--- src/rtl/config_loader.sv ---
// config_loader: turns an (address, data) word stream into one-hot tile config writes.
// Latency: cfg_en/cfg_data are valid the cycle after the data word transfers.
// Backpressure: in_ready drops for the single write cycle only; at most one write per 3 cycles.
//
// Ports:
//   clk, rst           clock and async active-high reset
//   in_valid/in_ready  word stream handshake (in_ready is a function of state only)
//   in_data            stream word: address first, then data, alternating
//   clear_err          synchronous clear of the sticky err_addr flag
//   cfg_en             registered one-hot write strobe, one bit per tile
//   cfg_data           registered config word shared by all tiles
//   write_cnt          saturating count of completed in-range writes
//   err_addr           sticky out-of-range address flag
//   busy               high whenever a pair is in progress or being written
module config_loader #(
  parameter int NUM_TILES = 16,
  parameter int DATA_W    = 32,
  parameter int CNT_W     = 16
) (
  input  logic                 clk,
  input  logic                 rst,
  input  logic                 in_valid,
  input  logic [DATA_W-1:0]    in_data,
  output logic                 in_ready,
  input  logic                 clear_err,
  output logic [NUM_TILES-1:0] cfg_en,
  output logic [DATA_W-1:0]    cfg_data,
  output logic [CNT_W-1:0]     write_cnt,
  output logic                 err_addr,
  output logic                 busy
);

  typedef enum logic [1:0] {
    S_ADDR  = 2'd0,
    S_DATA  = 2'd1,
    S_WRITE = 2'd2
  } state_t;

  // Range check is done on the full address width so that huge addresses
  // cannot alias onto a valid tile through truncation.
  localparam logic [DATA_W-1:0] LP_NUM_TILES = DATA_W'(NUM_TILES);
  localparam logic [CNT_W-1:0]  LP_CNT_MAX   = '1;

  state_t                 r_state;
  state_t                 w_next_state;
  logic [DATA_W-1:0]      r_addr;
  logic [NUM_TILES-1:0]   r_cfg_en;
  logic [DATA_W-1:0]      r_cfg_data;
  logic [CNT_W-1:0]       r_write_cnt;
  logic                   r_err_addr;

  logic                   w_in_ready;
  logic                   w_busy;
  logic                   w_xfer;
  logic                   w_addr_xfer;
  logic                   w_data_xfer;
  logic                   w_in_range;
  logic [NUM_TILES-1:0]   w_onehot;

  // ---------------------------------------------------------------------
  // FSM: state register
  // ---------------------------------------------------------------------
  always_ff @(posedge clk or posedge rst) begin
    if (rst) begin
      r_state <= S_ADDR;
    end else begin
      r_state <= w_next_state;
    end
  end

  // ---------------------------------------------------------------------
  // FSM: next-state logic
  // ---------------------------------------------------------------------
  always_comb begin
    w_next_state = r_state;
    case (r_state)
      S_ADDR:  if (in_valid) w_next_state = S_DATA;
      S_DATA:  if (in_valid) w_next_state = S_WRITE;
      S_WRITE: w_next_state = S_ADDR;
      default: w_next_state = S_ADDR;
    endcase
  end

  // ---------------------------------------------------------------------
  // FSM: outputs (state-decoded only, so in_ready never sees in_valid)
  // ---------------------------------------------------------------------
  always_comb begin
    w_in_ready = 1'b1;
    w_busy     = 1'b0;
    case (r_state)
      S_ADDR: begin
        w_in_ready = 1'b1;
        w_busy     = 1'b0;
      end
      S_DATA: begin
        w_in_ready = 1'b1;
        w_busy     = 1'b1;
      end
      S_WRITE: begin
        w_in_ready = 1'b0;
        w_busy     = 1'b1;
      end
      default: begin
        w_in_ready = 1'b1;
        w_busy     = 1'b0;
      end
    endcase
  end

  assign w_xfer      = in_valid && w_in_ready;
  assign w_addr_xfer = w_xfer && (r_state == S_ADDR);
  assign w_data_xfer = w_xfer && (r_state == S_DATA);

  // ---------------------------------------------------------------------
  // Address decode. r_addr is stable from the address transfer through
  // the end of S_WRITE, so both the strobe and the end-of-write bookkeeping
  // can use it directly.
  // ---------------------------------------------------------------------
  assign w_in_range = (r_addr < LP_NUM_TILES);

  always_comb begin
    w_onehot = '0;
    for (int i = 0; i < NUM_TILES; i++) begin
      w_onehot[i] = (r_addr == DATA_W'(i));
    end
  end

  // ---------------------------------------------------------------------
  // Datapath registers
  // ---------------------------------------------------------------------
  always_ff @(posedge clk or posedge rst) begin
    if (rst) begin
      r_addr <= '0;
    end else if (w_addr_xfer) begin
      r_addr <= in_data;
    end
  end

  always_ff @(posedge clk or posedge rst) begin
    if (rst) begin
      r_cfg_data <= '0;
    end else if (w_data_xfer) begin
      r_cfg_data <= in_data;
    end
  end

  // Strobe is loaded on the data edge so it is high exactly for the
  // S_WRITE cycle; every other edge clears it.
  always_ff @(posedge clk or posedge rst) begin
    if (rst) begin
      r_cfg_en <= '0;
    end else if (w_data_xfer && w_in_range) begin
      r_cfg_en <= w_onehot;
    end else begin
      r_cfg_en <= '0;
    end
  end

  always_ff @(posedge clk or posedge rst) begin
    if (rst) begin
      r_write_cnt <= '0;
    end else if ((r_state == S_WRITE) && w_in_range && (r_write_cnt != LP_CNT_MAX)) begin
      r_write_cnt <= r_write_cnt + 1'b1;
    end
  end

  // Set has priority over clear when both land on the same edge.
  always_ff @(posedge clk or posedge rst) begin
    if (rst) begin
      r_err_addr <= 1'b0;
    end else if ((r_state == S_WRITE) && !w_in_range) begin
      r_err_addr <= 1'b1;
    end else if (clear_err) begin
      r_err_addr <= 1'b0;
    end
  end

  assign in_ready  = w_in_ready;
  assign busy      = w_busy;
  assign cfg_en    = r_cfg_en;
  assign cfg_data  = r_cfg_data;
  assign write_cnt = r_write_cnt;
  assign err_addr  = r_err_addr;

endmodule

--- config.mk ---
export PLATFORM = sky130hd
export DESIGN_NAME = config_loader
export DESIGN_NICKNAME = d
export VERILOG_FILES = /design/src/rtl/config_loader.sv
export SDC_FILE = /design/constraint.sdc
export NUM_CORES = 1
export LEC_CHECK = 0
export ABC_CLOCK_PERIOD_IN_PS = 8400
export BUFFER_PORTS_ARGS = -buffer_cell sky130_fd_sc_hd__buf_2
export CAP_MARGIN = 20
export CORE_MARGIN = 4
export CORE_UTILIZATION = 55
export DETAILED_ROUTE_END_ITERATION = 8
export PLACE_DENSITY = 0.82
export SYNTH_ARGS = -nofsm -noshare
export SYNTH_HDL_FRONTEND = slang
export SYNTH_SLANG_ARGS = --single-unit
--- constraint.sdc ---
create_clock -name clk -period 8.4 [get_ports clk]
set_input_delay 0.84 -clock clk [delete_from_list [all_inputs] [get_ports clk]]
set_output_delay 0.84 -clock clk [all_outputs]
set_load 0.01 [all_outputs]
==> flow_summary.yaml, run 1 <==
status:
  status: "completed"
global_route:
  grt_pass1_vias: 2571
  track_usage_pct: 17.75
  grt_antenna_before_repair: 0
  grt_max_degree: 57
  grt_pass1_wl_um: 12190
  grt_overflow: 0
critical_path:
  critPathCaptureType: "flip-flop"
  r2r_end: "write_cnt[1]"
  crit_path_max_fanout: 12
  cp.required_ps: 8640
  r2r-start: "r_addr[7]"
  r2r_cells: 5
  ff2ff_setup_slack_ps: 6070
  critPathKind: "reg -> reg"
  cp-start-kind: "flip-flop"
  cp.arrival_ps: 2570
cts:
  insertion_delay_ps: 350
  path_clk_slew_ps: 90
  cts_root_buf: "clkbuf_8"
  postCtsSetupBuffers: 0
  numCtsBuffers: 9
  htree_levels: 3
  cts_sinks: 99
  cts.path.max_buffers: 2
  cts_tree: "yes"
  cts-hold-fix-buffers: 0
  cts_resized: 0
sta:
  min_period_ps: 2333
  worstMarginPinSlew_ps: 1038
  setup_tns_ps: 0
  fmax_mhz: 428.6
  slew_viol_final: 0
  layout_setup_ws_ps: 6067
  fin_crit_sh_pct: 27.78
  slew_headroom_pct: 30.57
  hold_viol: 0
  finalSetupViolations: 0
  rsz0062_at_grt: "no"
  finalClockSkew_ps: 9.603
floorplan:
  core_area_um2: 6907
  start_util_pct: 57.79
  die_h_um: 93.19
  die_w_um: 93.19
  die_area_um2: 8683
  ioPinCount: 103
  rows: 30
synthesis:
  synth_edf_count: 0
  synth_nets: 322
  yosysWarnings: 0
  async_flop_share_pct: 100.0
  synth_top_area_share_pct: 62.07
  synth_area_um2: 3991
  syn_inst: 281
  yosys.area.top_type: "dfrtp_1"
  synthFlopType: "dfrtp_1"
  synth_most_common_cell: "dfrtp_1"
  ys_top_cells_by_count: "dfrtp_1, mux2_2, nor4_1, xnor2_1, nand3_1"
  synth_area_leaders: "dfrtp_1, mux2_2, nor4_1"
  ys_seq_area_share_pct: 62.07
  syn_area_per_cell_um2: 14.20
  synth-seq-cells: 99
  synth.distinct_cells: 32
detailed_routing:
  ant_nets: 0
  dr.first_iter.drc_count: 62
  vias_per_cell: 5.237
  num_vias: 2540
  drt-pass1-iter-count: 4
  wl_per_cell_um: 15.20
  drcViolationCount: 0
  totalWireLength_um: 7372
finish:
  nets: 425
  final_area_um2: 4795
  diodes: 0
  synthToLayoutAreaGrowth_pct: 20.13
  stdcell_count: 485
  n_fill_cell: 539
  drive_gt1_share_pct: 50.39
placement:
  gp_congestion: 0.8152
  placed_cell_area_um2: 4569
  place_inst: 469
  dpl.hpwl_um: 5249
  port_buffers: 102
  dp_slack_ps: 5972
power_and_ir_drop:
  power.density_nw_per_um2: 321.0
  ir_drop_v: 0.0001949
  total_power_mw: 1.539
  p_leak_nw: 2.302
hold_path:
  whs_endpoint: "write_cnt[14]"
  worstHoldPathCells: 1
  min_from: "write_cnt[14]"
  hp-class: "reg -> reg"
job:
  cap_violations: 0
## flip-flops by register name, summed over array words and instances (netlist names)
| register | flops |
|---|---|
| write_cnt | 16 |
| err_addr | 1 |
| cfg_en | 16 |
| r_addr | 32 |
| r_state | 2 |
| cfg_data | 32 |
## stage by stage
step | hold slack, ps | utilization [%]
floorplan | 479.8 | -
global placement | 485.2 | 66.16
detailed placement | 488.8 | 66.16
CTS | 505.8 | 69.42
global route | 519.3 | 69.42
finish | 496.5 | 69.42
## worst max-delay path by stage
stage	start	to	slack, ps	cells past startpoint
5_1_grt	r_state[0]	cfg_en[10]	5890	5
2_1_floorplan	rst	cfg_data[0]	4970	1
6_report	r_addr[7]	write_cnt[1]	6070	5
3_3_place_gp	in_valid	cfg_data[7]	6020	5
3_5_place_dp	in_valid	cfg_data[18]	5970	5
4_1_cts	r_addr[7]	write_cnt[1]	6030	5
## worst max-delay path, stage by stage, from the launching register on
cell and delay (ps):
dfrtp_1 390, nor4_1 350, nand4_1 240, a211oi_2 700, nand2_1 210, mux2_1 340
## report_power, final
part / leakage [nW] / total (mW) / internal, mW / switching, mW
Combinational: 0.955 / 0.473 / 0.251 / 0.222
Sequential: 1.24 / 0.733 / 0.642 / 0.0911
Clock: 0.106 / 0.333 / 0.177 / 0.156
## area by class of cell
cell class	instances	area, um2	area share (%)
multi-input combinational	163	1418	29.57
timing repair buffer	104	525.5	10.96
inverter	7	28.78	0.6002
sequential	99	2477	51.67
clock inverter	5	83.83	1.748
clock buffer	11	141.4	2.949
tap	96	120.1	2.505
## metal layers
metal	routed length, um	vias to the layer above	global-route usage (%)
met5	0	-	0
met4	84	0	6.471
met3	501	9	4.505
met2	3458	88	27.77
met1	3328	1238	24.14
li1	-	1205	-
## cells in the final DEF, fill, tap and decap left out, types with 5 or more instances in the layout
cell type,count
dfrtp_1,99
nand2_1,8
buf_2,102
clkbuf_8,10
xnor2_1,13
nand4_1,8
nand3_1,10
inv_1,6
nor4_1,20
mux2_2,64
ha_1,5
## kinds of logic after synthesis
kind of cell | share of synthesized area [%]
muxes | 18.34
DFF | 62.07
buffers and inverters | 2.476
xor gates and xnor gates | 3.292
AOI/OAI and AO/OA | 0.9403
and+or+nand+nor | 11.32
adders and majority gates | 1.567
Power figures use the tool's default switching activity.
==> inputs of run 2 (changes only) <==
==> config.mk (replaced) <==
export PLATFORM = sky130hd
export DESIGN_NAME = config_loader
export DESIGN_NICKNAME = d
export VERILOG_FILES = /design/src/rtl/config_loader.sv
export SDC_FILE = /design/constraint.sdc
export NUM_CORES = 1
export LEC_CHECK = 0
export ABC_CLOCK_PERIOD_IN_PS = 2300
export BUFFER_PORTS_ARGS = -buffer_cell sky130_fd_sc_hd__buf_2
export CAP_MARGIN = 20
export CORE_MARGIN = 4
export CORE_UTILIZATION = 52
export DETAILED_ROUTE_END_ITERATION = 8
export PLACE_DENSITY = 0.79
export SYNTH_ARGS = -nofsm -noshare
export SYNTH_HDL_FRONTEND = slang
export SYNTH_SLANG_ARGS = --single-unit
==> constraint.sdc (replaced) <==
create_clock -name clk -period 2.3 [get_ports clk]
set_input_delay 0.23 -clock clk [delete_from_list [all_inputs] [get_ports clk]]
set_output_delay 0.23 -clock clk [all_outputs]
set_load 0.01 [all_outputs]
==> run 2 against run 1 <==
Effect of this change:
- core utilization down 3.6 points
- largest cell class unchanged
- final area up 1.2%
- sequential power rose to 3.6 times the previous value
==> flow_summary.yaml, run 2 (synthesis gave the netlist of run 1 again) <==
status:
  status: "completed"
placement:
  dp_slack_ps: 456.4
  dpl.hpwl_um: 5537
  port_buffers: 102
  gp_congestion: 0.7954
finish:
  drive_gt1_share_pct: 51.14
  synthToLayoutAreaGrowth_pct: 21.60
  nets: 432
  regArea_um2: 2477
  diodes: 0
  final_cell_mix: "buf_2, dfrtp_1, mux2_2, nor4_1, xnor2_1"
  fin_util_pct: 65.86
  n_fill_cell: 579
  multi_input_area_um2: 1418
  final_common_cell: "buf_2"
detailed_routing:
  num_vias: 2596
  vias_per_cell: 5.255
  dr.first_iter.drc_count: 61
  totalWireLength_um: 7583
  ant_nets: 0
  drcViolationCount: 0
  drt-pass1-iter-count: 4
  wl_per_cell_um: 15.35
floorplan:
  die_area_um2: 9141
  start_util_pct: 54.16
  die_w_um: 95.61
  core_area_um2: 7370
  rows: 31
  die_h_um: 95.61
  ioPinCount: 103
sta:
  fmax_mhz: 551.4
  finalClockSkew_ps: 4.857
  slew_headroom_pct: 53.50
  slew_viol_final: 0
  setup_tns_ps: 0
  layout_setup_ws_ps: 486.5
  min_period_ps: 1814
  fin_crit_sh_pct: 78.85
  finalSetupViolations: 0
  rsz0062_at_grt: "no"
  hold_viol: 0
  worstMarginPinSlew_ps: 696.1
critical_path:
  critPathKind: "reg -> reg"
  cp.arrival_ps: 2050
  cp.required_ps: 2530
  critPathCaptureType: "flip-flop"
  startpoint: "write_cnt[0]"
  r2r-start: "write_cnt[0]"
  cp-start-kind: "flip-flop"
  crit_path_max_fanout: 5
global_route:
  grt_antenna_before_repair: 0
  track_usage_pct: 17.46
  grt_overflow: 0
  grt_pass1_vias: 2584
  grt_pass1_wl_um: 12190
  grt_max_degree: 37
hold_path:
  min_from: "clear_err"
  hp-class: "in -> reg"
cts:
  numCtsBuffers: 9
  insertion_delay_ps: 350
  cts_resized: 0
  cts-hold-fix-buffers: 1
  cts_tree: "yes"
  cts_sinks: 99
  cts_root_buf: "clkbuf_8"
  path_clk_slew_ps: 90
  postCtsSetupBuffers: 0
  cts.path.max_buffers: 2
  htree_levels: 3
power_and_ir_drop:
  power.density_nw_per_um2: 1150
  ir_drop_v: 0.0007641
  p_leak_nw: 2.334
job:
  cap_violations: 0
run 2: cell types whose count changed in the layout (fill, tap and decap cells not counted), sizes merged:
cell / previous run / this run
dlygate4sd3: 0 / 1
bufinv: 2 / 1
clkbuf: 11 / 12
inv: 8 / 6
buf: 104 / 110
clkinv: 0 / 1
run 2: stage by stage:
stage          power (mW)  instances  area [um2]  hold slack (ps)
6_report            5.582        494        4853            72.06
4_1_cts             5.650        494        4853            54.27
3_5_place_dp        4.490        478        4632            375.8
2_1_floorplan       3.863        281        3995            337.3
3_3_place_gp        4.384        478        4632            367.6
5_1_grt             5.922        494        4853            62.92
run 2: routing by layer:
| metal | global-route usage (%) | wire length (um) | vias to the layer above |
|---|---|---|---|
| met5 | 0 | 0 | - |
| met4 | 5.213 | 68 | 0 |
| met3 | 5.762 | 607 | 8 |
| met2 | 28.14 | 3623 | 86 |
| met1 | 22.49 | 3283 | 1276 |
| li1 | - | - | 1226 |
run 2: area by class of cell:
cell class | instances | area share [%]
Sequential cell | 99 | 51.04
Multi-Input combinational cell | 163 | 29.21
Timing Repair Buffer | 111 | 12.22
Clock buffer | 12 | 3.403
Tap cell | 99 | 2.552
Clock inverter | 3 | 0.9539
Inverter | 7 | 0.6187
run 2: final timing paths:
path                            endpoint  slack (ps)  cells past startpoint
max                        write_cnt[11]         490                      6
min                             err_addr          70                      2
max reg2reg                write_cnt[11]         490                      6
min reg2reg                write_cnt[14]         500                      1
max in group asynchronous   cfg_data[18]        1090                      4
min in group asynchronous   write_cnt[9]         530                      3
run 2: critical path, stage by stage, from the launching register on:
cell and delay (ps):
dfrtp_1 430, ha_1 220, nand4_1 170, or4_1 530, nand3_2 140, nor2_1 70, xor2_1 150
run 2: power by group:
| group | leakage (nW) | internal [mW] | switching (mW) |
|---|---|---|---|
| registers | 1.24 | 2.34 | 0.328 |
| logic | 0.989 | 0.936 | 0.827 |
| clock network | 0.105 | 0.588 | 0.558 |
==> inputs of run 3 (changes only) <==
==> config.mk (replaced) <==
export PLATFORM = sky130hd
export DESIGN_NAME = config_loader
export DESIGN_NICKNAME = d
export VERILOG_FILES = /design/src/rtl/config_loader.sv
export SDC_FILE = /design/constraint.sdc
export NUM_CORES = 1
export LEC_CHECK = 0
export ABC_CLOCK_PERIOD_IN_PS = 1600
export BUFFER_PORTS_ARGS = -buffer_cell sky130_fd_sc_hd__buf_2
export CAP_MARGIN = 20
export CORE_MARGIN = 4
export CORE_UTILIZATION = 47
export DETAILED_ROUTE_END_ITERATION = 8
export PLACE_DENSITY = 0.75
export SYNTH_ARGS = -nofsm -noshare
export SYNTH_HDL_FRONTEND = slang
export SYNTH_SLANG_ARGS = --single-unit
==> constraint.sdc (replaced) <==
create_clock -name clk -period 1.6 [get_ports clk]
set_input_delay 0.16 -clock clk [delete_from_list [all_inputs] [get_ports clk]]
set_output_delay 0.16 -clock clk [all_outputs]
set_load 0.01 [all_outputs]
==> run 3 against run 2 <==
Effect of this change:
- the run now ends with negative setup slack left
- hold slack got worse by 22 ps
- final area is 8.0% higher
- sequential cell count did not move
- final cell count rose by 6.1%
- register-to-register slack got worse by 740 ps
- critical path depth increased by 1
- combinational power up 67%
- highest routed layer unchanged
==> flow_summary.yaml, run 3 (synthesis gave the netlist of run 1 again) <==
sta:
  finalClockSkew_ps: 13.25
  slew_headroom_pct: 59.37
  finalSetupViolations: 33
  min_period_ps: 1857
  slew_viol_final: 0
  setup_tns_ps: -5884
  fin_crit_sh_pct: 116.1
  hold_viol: 0
  fmax_mhz: 538.6
  layout_setup_ws_ps: -256.8
  holdWs_ps: 49.90
  rsz0062_at_grt: "yes"
  worstMarginPinSlew_ps: 608.2
critical_path:
  cp_slowest_cell: "dfrtp_1"
  cp-start-kind: "flip-flop"
  endpoint: "write_cnt[12]"
  r2r-start: "r_addr[11]"
  startpoint: "r_addr[11]"
  critPathCaptureType: "flip-flop"
  cp.arrival_ps: 2090
  crit_buf_inv: 2
  critical_path.cell_chain: "nor4_2, buf_4, nand4_1, a211oi_2, buf_4, nand4_1, xnor2_1"
  cp_top_family: "simple AND/OR/NAND/NOR gates"
  cpPeakStageDelay_ps: 400
  path_depth: 7
  r2r_cells: 7
  critPathKind: "reg -> reg"
  ff2ff_setup_slack_ps: -260
  cp.required_ps: 1830
  crit_path_max_fanout: 6
  r2r_end: "write_cnt[12]"
power_and_ir_drop:
  power.density_nw_per_um2: 1580
  p_leak_nw: 2.504
  total_power_mw: 8.279
  ir_drop_v: 0.0009554
cts:
  cts_root_buf: "clkbuf_8"
  postCtsSetupBuffers: 0
  htree_levels: 3
  path_clk_slew_ps: 90
  insertion_delay_ps: 350
  cts.path.max_buffers: 2
  cts_sinks: 99
  cts_tree: "yes"
  numCtsBuffers: 9
detailed_routing:
  drcViolationCount: 0
  wl_per_cell_um: 16.68
  vias_per_cell: 5.200
  num_vias: 2725
  ant_nets: 0
  drt-pass1-iter-count: 4
  totalWireLength_um: 8742
  dr.first_iter.drc_count: 51
floorplan:
  die_w_um: 100.2
  die_area_um2: 10030
  start_util_pct: 48.33
  core_area_um2: 8258
  ioPinCount: 103
  die_h_um: 100.2
  rows: 33
finish:
  regArea_um2: 2479
  diodes: 0
  synthToLayoutAreaGrowth_pct: 31.29
  final_cell_mix: "buf_2, dfrtp_1, mux2_2, buf_4"
  nets: 456
  final_common_cell: "buf_2"
  multi_input_area_um2: 1553
  n_fill_cell: 664
  drive_gt1_share_pct: 58.71
placement:
  gp_congestion: 0.7700
  dpl.hpwl_um: 6081
  dp_slack_ps: -290.2
  port_buffers: 102
hold_path:
  hp-class: "in -> reg"
global_route:
  grt_pass1_vias: 2827
  track_usage_pct: 17.55
  grt_pass1_wl_um: 13790
  grt_max_degree: 40
  grt_overflow: 0
  grt_antenna_before_repair: 0
status:
  status: "finished, violations left"
  violations: "negative setup slack"
job:
  cap_violations: 0
run 3: worst min-delay path by stage:
stage	from	endpoint	cells past startpoint
4_1_cts	in_data[4]	cfg_data[4]	2
2_1_floorplan	clear_err	err_addr	1
6_report	in_data[5]	cfg_data[5]	2
3_5_place_dp	rst	write_cnt[14]	2
3_3_place_gp	rst	err_addr	2
5_1_grt	in_data[10]	r_addr[10]	2
run 3: layout make-up:
type                            count  share of cell area (%)
Clock buffer                       11                   2.698
Clock inverter                      4                  0.5253
Inverter                            7                  0.5731
Multi-Input combinational cell    163                   29.63
Sequential cell                    99                   47.30
Tap cell                          105                   2.507
Timing Repair Buffer              135                   16.76
run 3: metal layers:
layer	part of all wire, %	global-route usage [%]	vias to the layer above	wire length (um)
li1	-	-	1271	-
met4	0.78	3.834	0	68
met5	0	0	-	0
met3	7.2	5.003	8	626
met1	43	23.69	1356	3752
met2	49	28.49	90	4295
run 3: report_power, final:
group	internal (mW)	switching, mW
registers	3.37	0.531
clock network	0.598	0.835
logic	1.59	1.36
run 3: repair_timing:
| item | CTS | global route |
|---|---|---|
| cloned | 2 | 2 |
| hold buffers | 2 | 0 |
| endpoints found under the hold margin | 24 | 0 |
| setup endpoints to repair | 57 | 98 |
| pin swaps | 9 | 9 |
| resized for setup | 10 | 15 |
run 3: per-stage QoR:
| step | util [%] | cells | instance area, um2 |
|---|---|---|---|
| after floorplan | - | 281 | 4025 |
| after global placement | 58.68 | 504 | 4846 |
| after detailed placement | 58.68 | 504 | 4846 |
| after CTS | 61.76 | 522 | 5100 |
| after global routing | 63.45 | 524 | 5240 |
| final | 63.45 | 524 | 5240 |
